--- config.mk ---
export PLATFORM = sky130hd
export DESIGN_NAME = multicycle_main_control_flat
export DESIGN_NICKNAME = d
export VERILOG_FILES = /design/src/rtl/multicycle_main_control_if.sv /design/src/rtl/multicycle_main_control.sv /design/src/flat_wrapper.sv
export SDC_FILE = /design/constraint.sdc
export NUM_CORES = 1
export LEC_CHECK = 0
export BUFFER_PORTS_ARGS = -buffer_cell sky130_fd_sc_hd__buf_2
export CAP_MARGIN = 25
export CORE_MARGIN = 4
export CORE_UTILIZATION = 45
export DETAILED_ROUTE_END_ITERATION = 6
export PLACE_DENSITY = 0.81
export SLEW_MARGIN = 10
export SYNTH_ARGS = -nofsm -noshare
export SYNTH_HDL_FRONTEND = slang
export SYNTH_SLANG_ARGS = --single-unit
--- constraint.sdc ---
create_clock -name clk -period 1.8 [get_ports clk]
set_input_delay 0.09 -clock clk [delete_from_list [all_inputs] [get_ports clk]]
set_output_delay 0.09 -clock clk [all_outputs]
set_load 0.05 [all_outputs]
--- src/rtl/multicycle_main_control_if.sv ---
// Control-unit bus: instruction/status inputs and datapath control outputs.
// The controller connects as master, and the environment connects as slave.
interface multicycle_main_control_if #(
   parameter int STATE_W = 4
);
   logic [5:0]         opcode;
   logic               zero;
   logic               mem_ready;
   logic [2:0]         ALUOp;
   logic               PCWrite;
   logic               IorD;
   logic               MemRead;
   logic               MemWrite;
   logic               IRWrite;
   logic               MemtoReg;
   logic               RegDst;
   logic               RegWrite;
   logic               ALUSrcA;
   logic [1:0]         ALUSrcB;
   logic               ZeroExt;
   logic [1:0]         PCSource;
   logic               illegal_op;
   logic [STATE_W-1:0] dbg_state;

   modport master (
      input  opcode, zero, mem_ready,
      output ALUOp, PCWrite, IorD, MemRead, MemWrite, IRWrite, MemtoReg, RegDst,
             RegWrite, ALUSrcA, ALUSrcB, ZeroExt, PCSource, illegal_op, dbg_state
   );

   modport slave (
      output opcode, zero, mem_ready,
      input  ALUOp, PCWrite, IorD, MemRead, MemWrite, IRWrite, MemtoReg, RegDst,
             RegWrite, ALUSrcA, ALUSrcB, ZeroExt, PCSource, illegal_op, dbg_state
   );
endinterface

--- src/rtl/multicycle_main_control.sv ---
// Multicycle MIPS-subset main control: a state register with next-state logic,
// plus Moore decode of the datapath controls. Write/request strobes are gated by reset.
module multicycle_main_control #(
   parameter int STATE_W = 4
) (
   input  logic                          clk,
   input  logic                          reset,
   multicycle_main_control_if.master     bus
);
   localparam logic [5:0] OP_R    = 6'b000000;
   localparam logic [5:0] OP_ADDI = 6'b001000;
   localparam logic [5:0] OP_ORI  = 6'b001101;
   localparam logic [5:0] OP_LUI  = 6'b001111;
   localparam logic [5:0] OP_LW   = 6'b100011;
   localparam logic [5:0] OP_SW   = 6'b101011;
   localparam logic [5:0] OP_BEQ  = 6'b000100;
   localparam logic [5:0] OP_BNE  = 6'b000101;
   localparam logic [5:0] OP_J    = 6'b000010;

   typedef enum logic [STATE_W-1:0] {
      S_FETCH     = STATE_W'(0),
      S_DECODE    = STATE_W'(1),
      S_MEM_ADDR  = STATE_W'(2),
      S_MEM_READ  = STATE_W'(3),
      S_MEM_WB    = STATE_W'(4),
      S_MEM_WRITE = STATE_W'(5),
      S_R_EXEC    = STATE_W'(6),
      S_R_WB      = STATE_W'(7),
      S_BRANCH    = STATE_W'(8),
      S_I_EXEC    = STATE_W'(9),
      S_I_WB      = STATE_W'(10),
      S_JUMP      = STATE_W'(11)
   } state_t;

   state_t r_state;
   logic   r_run;     // low from reset until the first clock after release
   logic   w_en;
   logic   w_pcw, w_mr, w_mw, w_irw, w_rw, w_ill;

   always_ff @(posedge clk or negedge reset) begin
      if (!reset) begin
         r_state <= S_FETCH;
         r_run   <= 1'b0;
      end else begin
         r_run <= 1'b1;
         if (r_run) begin
            case (r_state)
               S_FETCH:     if (bus.mem_ready) r_state <= S_DECODE;
               S_DECODE: begin
                  case (bus.opcode)
                     OP_R:                   r_state <= S_R_EXEC;
                     OP_ADDI, OP_ORI, OP_LUI: r_state <= S_I_EXEC;
                     OP_LW, OP_SW:           r_state <= S_MEM_ADDR;
                     OP_BEQ, OP_BNE:         r_state <= S_BRANCH;
                     OP_J:                   r_state <= S_JUMP;
                     default:                r_state <= S_FETCH;
                  endcase
               end
               S_MEM_ADDR:  r_state <= (bus.opcode == OP_SW) ? S_MEM_WRITE : S_MEM_READ;
               S_MEM_READ:  if (bus.mem_ready) r_state <= S_MEM_WB;
               S_MEM_WRITE: if (bus.mem_ready) r_state <= S_FETCH;
               S_R_EXEC:    r_state <= S_R_WB;
               S_I_EXEC:    r_state <= S_I_WB;
               default:     r_state <= S_FETCH;
            endcase
         end
      end
   end

   assign w_en = reset & r_run;

   always_comb begin
      bus.ALUOp    = 3'b100;
      bus.IorD     = 1'b0;
      bus.MemtoReg = 1'b0;
      bus.RegDst   = 1'b0;
      bus.ALUSrcA  = 1'b0;
      bus.ALUSrcB  = 2'b00;
      bus.ZeroExt  = 1'b0;
      bus.PCSource = 2'b00;
      w_pcw = 1'b0;
      w_mr  = 1'b0;
      w_mw  = 1'b0;
      w_irw = 1'b0;
      w_rw  = 1'b0;
      w_ill = 1'b0;
      case (r_state)
         S_FETCH: begin
            w_mr        = 1'b1;
            bus.ALUSrcB = 2'b01;
            w_irw       = bus.mem_ready;
            w_pcw       = bus.mem_ready;
         end
         S_DECODE: begin
            bus.ALUSrcB = 2'b11;
            case (bus.opcode)
               OP_R, OP_ADDI, OP_ORI, OP_LUI, OP_LW, OP_SW, OP_BEQ, OP_BNE, OP_J: w_ill = 1'b0;
               default: w_ill = 1'b1;
            endcase
         end
         S_MEM_ADDR: begin
            bus.ALUSrcA = 1'b1;
            bus.ALUSrcB = 2'b10;
         end
         S_MEM_READ: begin
            w_mr     = 1'b1;
            bus.IorD = 1'b1;
         end
         S_MEM_WB: begin
            w_rw         = 1'b1;
            bus.MemtoReg = 1'b1;
         end
         S_MEM_WRITE: begin
            w_mw     = 1'b1;
            bus.IorD = 1'b1;
         end
         S_R_EXEC: begin
            bus.ALUSrcA = 1'b1;
            bus.ALUOp   = 3'b111;
         end
         S_R_WB: begin
            w_rw       = 1'b1;
            bus.RegDst = 1'b1;
         end
         S_BRANCH: begin
            bus.ALUSrcA  = 1'b1;
            bus.ALUOp    = 3'b110;
            bus.PCSource = 2'b01;
            w_pcw = ((bus.opcode == OP_BEQ) &  bus.zero) |
                    ((bus.opcode == OP_BNE) & ~bus.zero);
         end
         S_I_EXEC: begin
            bus.ALUSrcA = 1'b1;
            bus.ALUSrcB = 2'b10;
            case (bus.opcode)
               OP_ORI:  begin bus.ALUOp = 3'b101; bus.ZeroExt = 1'b1; end
               OP_LUI:  bus.ALUOp = 3'b000;
               default: bus.ALUOp = 3'b100;
            endcase
         end
         S_I_WB:      w_rw = 1'b1;
         S_JUMP: begin
            w_pcw        = 1'b1;
            bus.PCSource = 2'b10;
         end
         default: ;
      endcase
   end

   // Strobes drop combinationally with reset so an in-flight write aborts at once.
   assign bus.PCWrite    = w_pcw & w_en;
   assign bus.MemRead    = w_mr  & w_en;
   assign bus.MemWrite   = w_mw  & w_en;
   assign bus.IRWrite    = w_irw & w_en;
   assign bus.RegWrite   = w_rw  & w_en;
   assign bus.illegal_op = w_ill & w_en;
   assign bus.dbg_state  = r_state;
endmodule

--- src/flat_wrapper.sv ---
// flat-port wrapper written by rule: the top's interface ports become plain ports
module multicycle_main_control_flat 
#(
   parameter int STATE_W = 4
)
  (clk, reset, bus_opcode, bus_zero, bus_mem_ready, bus_ALUOp, bus_PCWrite, bus_IorD, bus_MemRead, bus_MemWrite, bus_IRWrite, bus_MemtoReg, bus_RegDst, bus_RegWrite, bus_ALUSrcA, bus_ALUSrcB, bus_ZeroExt, bus_PCSource, bus_illegal_op, bus_dbg_state);
  multicycle_main_control_if #(.STATE_W(STATE_W)) bus_i ();
  input  logic clk;
  input  logic reset;
  input wire logic [$bits(bus_i.opcode)-1:0] bus_opcode;
  input wire logic [$bits(bus_i.zero)-1:0] bus_zero;
  input wire logic [$bits(bus_i.mem_ready)-1:0] bus_mem_ready;
  output wire logic [$bits(bus_i.ALUOp)-1:0] bus_ALUOp;
  output wire logic [$bits(bus_i.PCWrite)-1:0] bus_PCWrite;
  output wire logic [$bits(bus_i.IorD)-1:0] bus_IorD;
  output wire logic [$bits(bus_i.MemRead)-1:0] bus_MemRead;
  output wire logic [$bits(bus_i.MemWrite)-1:0] bus_MemWrite;
  output wire logic [$bits(bus_i.IRWrite)-1:0] bus_IRWrite;
  output wire logic [$bits(bus_i.MemtoReg)-1:0] bus_MemtoReg;
  output wire logic [$bits(bus_i.RegDst)-1:0] bus_RegDst;
  output wire logic [$bits(bus_i.RegWrite)-1:0] bus_RegWrite;
  output wire logic [$bits(bus_i.ALUSrcA)-1:0] bus_ALUSrcA;
  output wire logic [$bits(bus_i.ALUSrcB)-1:0] bus_ALUSrcB;
  output wire logic [$bits(bus_i.ZeroExt)-1:0] bus_ZeroExt;
  output wire logic [$bits(bus_i.PCSource)-1:0] bus_PCSource;
  output wire logic [$bits(bus_i.illegal_op)-1:0] bus_illegal_op;
  output wire logic [$bits(bus_i.dbg_state)-1:0] bus_dbg_state;
  assign bus_i.opcode = bus_opcode;
  assign bus_i.zero = bus_zero;
  assign bus_i.mem_ready = bus_mem_ready;
  assign bus_ALUOp = bus_i.ALUOp;
  assign bus_PCWrite = bus_i.PCWrite;
  assign bus_IorD = bus_i.IorD;
  assign bus_MemRead = bus_i.MemRead;
  assign bus_MemWrite = bus_i.MemWrite;
  assign bus_IRWrite = bus_i.IRWrite;
  assign bus_MemtoReg = bus_i.MemtoReg;
  assign bus_RegDst = bus_i.RegDst;
  assign bus_RegWrite = bus_i.RegWrite;
  assign bus_ALUSrcA = bus_i.ALUSrcA;
  assign bus_ALUSrcB = bus_i.ALUSrcB;
  assign bus_ZeroExt = bus_i.ZeroExt;
  assign bus_PCSource = bus_i.PCSource;
  assign bus_illegal_op = bus_i.illegal_op;
  assign bus_dbg_state = bus_i.dbg_state;
  multicycle_main_control #(.STATE_W(STATE_W)) u_core (.clk(clk), .reset(reset), .bus(bus_i));
endmodule
=== After elaboration in Yosys (flattened, before gate mapping) ===
Index checks and enable logic that the tools add are counted.

* Magnitude comparators: 0
* Shifts and indexed selects: 0
* Div/mod/pow operators: 0
* Bitwise logic cells: 11
* Add/subtract/negate cells: 0
* $mul: 0
* Reductions and logical operators: 12
* Muxes and demuxes: 23
* Equal/unequal tests: 22

{| class="wikitable"
|+ Operators by type and width
! operator !! count
|-
| $pmux W4 S7 || 1
|-
| $pmux W4 S5 || 1
|-
| $eq A6 B4 Y1 const B || 3
|-
| $eq A4 B3 Y1 const B || 4
|-
| $eq A4 B4 Y1 const B || 4
|-
| $eq A6 B3 Y1 const B || 2
|-
| $eq A6 B6 Y1 const B || 2
|-
| $mux W1 || 12
|-
| $mux W4 || 3
|-
| $reduce_or A2 Y1 || 5
|-
| $and A1 B1 Y1 || 9
|-
| $pmux W3 S3 || 1
|-
| $reduce_or A9 Y1 || 1
|-
| $eq A4 B2 Y1 const B || 2
|-
| $eq A6 B2 Y1 const B || 1
|-
| $logic_not A6 Y1 || 1
|-
| $ne A2 B2 Y1 const B || 3
|-
| $pmux W2 S3 || 1
|-
| $pmux W3 S2 || 1
|-
| $reduce_or A3 Y1 || 2
|-
| $eq A4 B1 Y1 const B || 1
|-
| $logic_not A4 Y1 || 1
|-
| $pmux W2 S2 || 1
|-
| $reduce_and A4 Y1 || 1
|-
| other kinds (5) || 5
|}

* RAM bits: 0
* Bits in latches: 0
* Bits in read-only memories: 0
* Memories kept: 0
* Output and inout bits: 22
* Register bits: 5

=== Logic depth before layout (Yosys ltp) ===
* Word-level depth: 5
* Mapped depth: 6
* Gate-level depth less buffers: 4

=== Least setup slack after synthesis ===
OpenSTA, ideal clock, no wires.

* Path kind: register to output
* From: register u_core.r_state[1] (netlist: u_core.bus.dbg_state[1])
* To: output port bus_illegal_op
* Required time: 1710 ps
* Stages on the path, launching flop included: 5
* Arrival time: 3519 ps
* Path buffers: 2
* Setup slack: -1809 ps
* Cell sequence: dfrtp_1 -> buf_6 -> nand2b_1 -> buf_2 -> a2111oi_0

* Longest elaborated chain between the ends: 3

{| class="wikitable"
|+ RTL lines
! element !! RTL line !! text
|-
| from (decl) || multicycle_main_control.sv:35 || <nowiki>state_t r_state;</nowiki>
|-
| from (signal assigned) || multicycle_main_control.sv:59 || <nowiki>S_MEM_ADDR: r_state <= (bus.opcode == OP_SW) ? S_MEM_WRITE : S_MEM_READ;</nowiki>
|-
| $eq A4 B1 Y1 || multicycle_main_control.sv:87 || <nowiki>case (r_state)</nowiki>
|-
| $mux W1 || multicycle_main_control.sv:87 ||
|-
| $and A1 B1 Y1 || multicycle_main_control.sv:156 || <nowiki>assign bus.illegal_op = w_ill & w_en;</nowiki>
|-
| to (decl) || flat_wrapper.sv:26 || <nowiki>output wire logic [$bits(bus_i.illegal_op)-1:0] bus_illegal_op;</nowiki>
|}

Every way passes these cells.

=== Worst setup path after layout ===
* From: register u_core.r_state[3] (netlist: u_core.bus.dbg_state[3])
* To: output port bus_PCWrite

* Longest elaborated chain between the ends: 3
* Elaborated cells on any way between the ends: 5
* Classes of those cells: 2 x eq/ne; 1 x mux; 1 x bitwise; 1 x reduce/logical

{| class="wikitable"
|+ RTL lines
! element !! RTL line !! text
|-
| $eq A4 B4 Y1 or $logic_not A4 Y1 (tied branches) || multicycle_main_control.sv:87 ||
|-
| $pmux W1 S3 * || multicycle_main_control.sv:87 ||
|-
| $and A1 B1 Y1 * || multicycle_main_control.sv:151 || <nowiki>assign bus.PCWrite = w_pcw & w_en;</nowiki>
|-
| to (decl) || flat_wrapper.sv:14 || <nowiki>output wire logic [$bits(bus_i.PCWrite)-1:0] bus_PCWrite;</nowiki>
|}

Mark *: on every way between the ends. The rest lies on a longest branch, timed or not.

==> out/qor.yml <==
outcome:
  status: "finished clean"
grt:
  grt_pass1_vias: 762
  grtUsageMet2_pct: 36.5
  grt_max_degree: 12
  met1_usage_pct: 27.7
  track_usage_pct: 21.3
  antenna_found_initial: 0
  grt_overflow: 0
  grt_pass1_wl_um: 3350
  grtUsageMet3_pct: 4.69
  grt-busiest-layer: "met2"
setup_path:
  critPathLaunchType: "flop"
  crit_start: "u_core.bus.dbg_state[3]"
  critical_path_required_ns: 1.71
  rrSetupSlack_ns: 0.38
  worstSetupPathType: "flop to primary output"
  r2r-end: "u_core.bus.dbg_state[3]"
  endpoint_kind: "primary output"
  critPathMaxFanout: 7
  critPathCapture: "bus_PCWrite"
  r2r-start: "u_core.bus.dbg_state[1]"
  cp_data_arrival_time_ns: 1.68
  reg2regPathDepth: 5
sta:
  max_freq_mhz: 564
  fin_crit_ns: 1.77
  grt_setup_unrepaired: "yes"
  hold_viol: 0
  setup_viol: 0
  clock_skew_ns: 0.00866
  drv_slew: 0
  fin_crit_sh_pct: 98.5
  setup_ws_ns: 0.0273
  setup_tns_ns: 0
cts:
  cts-buffers-inserted: 3
  clkSinkCount: 5
  htree_levels: 1
  clk_pin_slew_ns: 0.05
  root_buffer: "clkbuf_4"
  clock_path_buffers: 2
  insertion_delay_ns: 0.25
  cts_tree: "built"
pwr:
  powerDensity_mw_per_mm2: 1700
  irDropWorstVdd_uv: 1390
  p_leak_nw: 0.458
  finalPower_mw: 1.89
route:
  dr.pass1.iters: 4
  drt_first_iter_violations: 25
  drc_errors: 0
  ant_nets: 0
  wl_per_cell_um: 14.4
  via_per_inst: 5.87
  wl_um: 2140
  via_count: 874
yosys:
  syn_avg_cell_area_um2: 7.07
  ys_top_cells_by_count: "nor2_1 (13), buf_2 (8), nand2_1 (8)"
  syn_inst: 95
  synth-edff-count: 0
  syn_area_um2: 672
  synth_top_area_share_pct: 18.6
  synthMostInstantiatedCell: "nor2_1"
  synth.net_count: 105
  ys.flop_type: "dfrtp_1"
  synth_area_leader_cell: "dfrtp_1"
  ys_ff_latch: 5
  ys_warn_count: 0
  async_flop_share_pct: 100
  synth_area_leaders: "dfrtp_1 (19%), nor2_1 (7.3%), buf_2 (6.0%)"
  netlist-cell-type-count: 40
  synth_seq_area_share_pct: 18.6
final_layout:
  synthToLayoutAreaGrowth_pct: 66.1
  diodes: 0
  fin_util_pct: 82.7
  drive_above_1_share_pct: 61.2
  nets: 145
floorplan:
  initial_core_util_pct: 49.8
  die_w_um: 46.6
  die_h_um: 46.6
  fp-row-count: 13
  ioPinCount: 32
  floorplan.die_area_mm2: 0.00218
  coreArea_mm2: 0.00135
place:
  pre_cts_slack_ns: 0.108
  gp_congestion: 0.849
  dp_hpwl_um: 1640
  portBuffers: 31
job:
  drv_cap: 0
hold_path:
  min_path_type: "input pin to asynchronous set/reset pin"
==> worst min path at each step <==
| stage | cells past startpoint | slack [ns] | start | end |
|---|---|---|---|---|
| after CTS | 3 | 0.19 | bus_opcode[4] | u_core.bus.dbg_state[1] |
| after detailed placement | 1 | -0.08 | reset | u_core.bus.dbg_state[3] |
| after floorplan | 0 | -0.21 | reset | u_core.bus.dbg_state[0] |
| after global routing | 3 | 0.21 | bus_opcode[4] | u_core.bus.dbg_state[1] |
| final | 2 | 0.20 | reset | u_core.bus.dbg_state[3] |
| after global placement | 1 | -0.08 | reset | u_core.r_run |
==> report_power, final <==
part	switching [mW]	leakage [nW]	internal [mW]
Sequential	0.0721	0.0575	0.157
Clock	0.0531	0.0150	0.0843
Combinational	1.02	0.386	0.501
Total	1.15	0.458	0.742
==> layout by cell type, fill, tap and decap left out, types with 3 or more instances in the layout <==
cell type,instances
o31ai_1,3
buf_2,23
buf_4,13
nand4_1,3
nor2_2,6
dfrtp_2,4
buf_6,3
nand2_1,7
o21ai_0,3
nand3_1,5
nor3_2,5
clkbuf_4,7
nor2_1,5
==> critical path, cell delays in order, from the launching register on <==
cell and delay [ns]:
dfrtp_2 0.44, or4b_1 0.53, a21oi_2 0.14, a31oi_2 0.06
nor2_4 0.10, buf_8 0.15
==> layout make-up <==
type / instances / area, µm²
flip-flops and latches: 5 / 130
repair buffers: 46 / 307
fillers: 87 / 234
inverters: 2 / 7.51
well taps: 15 / 18.8
multi-input cells: 77 / 627
clock buffers: 4 / 26.3
==> logic make-up after synthesis <==
group	share of synthesized area, %
multiplexers	3.17
other	0.558
AND/OR/NAND/NOR	36.7
buffers and inverters	11.0
flip-flops	18.6
XOR/XNOR	3.91
AO/OA/AOI/OAI	26.1
==> sequential cells by signal, indices dropped and copies added, names as in the netlist <==
register and cells:
u_core.bus.dbg_state 4, u_core.r_run 1
==> per-stage QoR <==
| step | area (µm²) | hold slack, ns | instances |
|---|---|---|---|
| after floorplan | 801 | -0.206 | 95 |
| after global placement | 970 | -0.0826 | 139 |
| after detailed placement | 970 | -0.0768 | 139 |
| after CTS | 1020 | 0.191 | 144 |
| after global routing | 1120 | 0.213 | 149 |
| final | 1120 | 0.196 | 149 |
==> what timing repair did <==
item | in CTS | in global routing
resized for setup | 7 | 16
setup buffers | 0 | 5
hold buffers | 1 | 0
cloned | 0 | 0
endpoints found under the setup margin | 5 | 9
endpoints found under the hold margin | 5 | 0
pin swaps | 3 | 3
==> metal layers <==
| metal | part of all wire [%] | routed length (µm) |
|---|---|---|
| met2 | 53 | 1130 |
| met4 | 0 | 0 |
| met1 | 39 | 833 |
| met5 | 0 | 0 |
| met3 | 8.5 | 182 |
No activity file was read; power rests on OpenSTA's default activity.
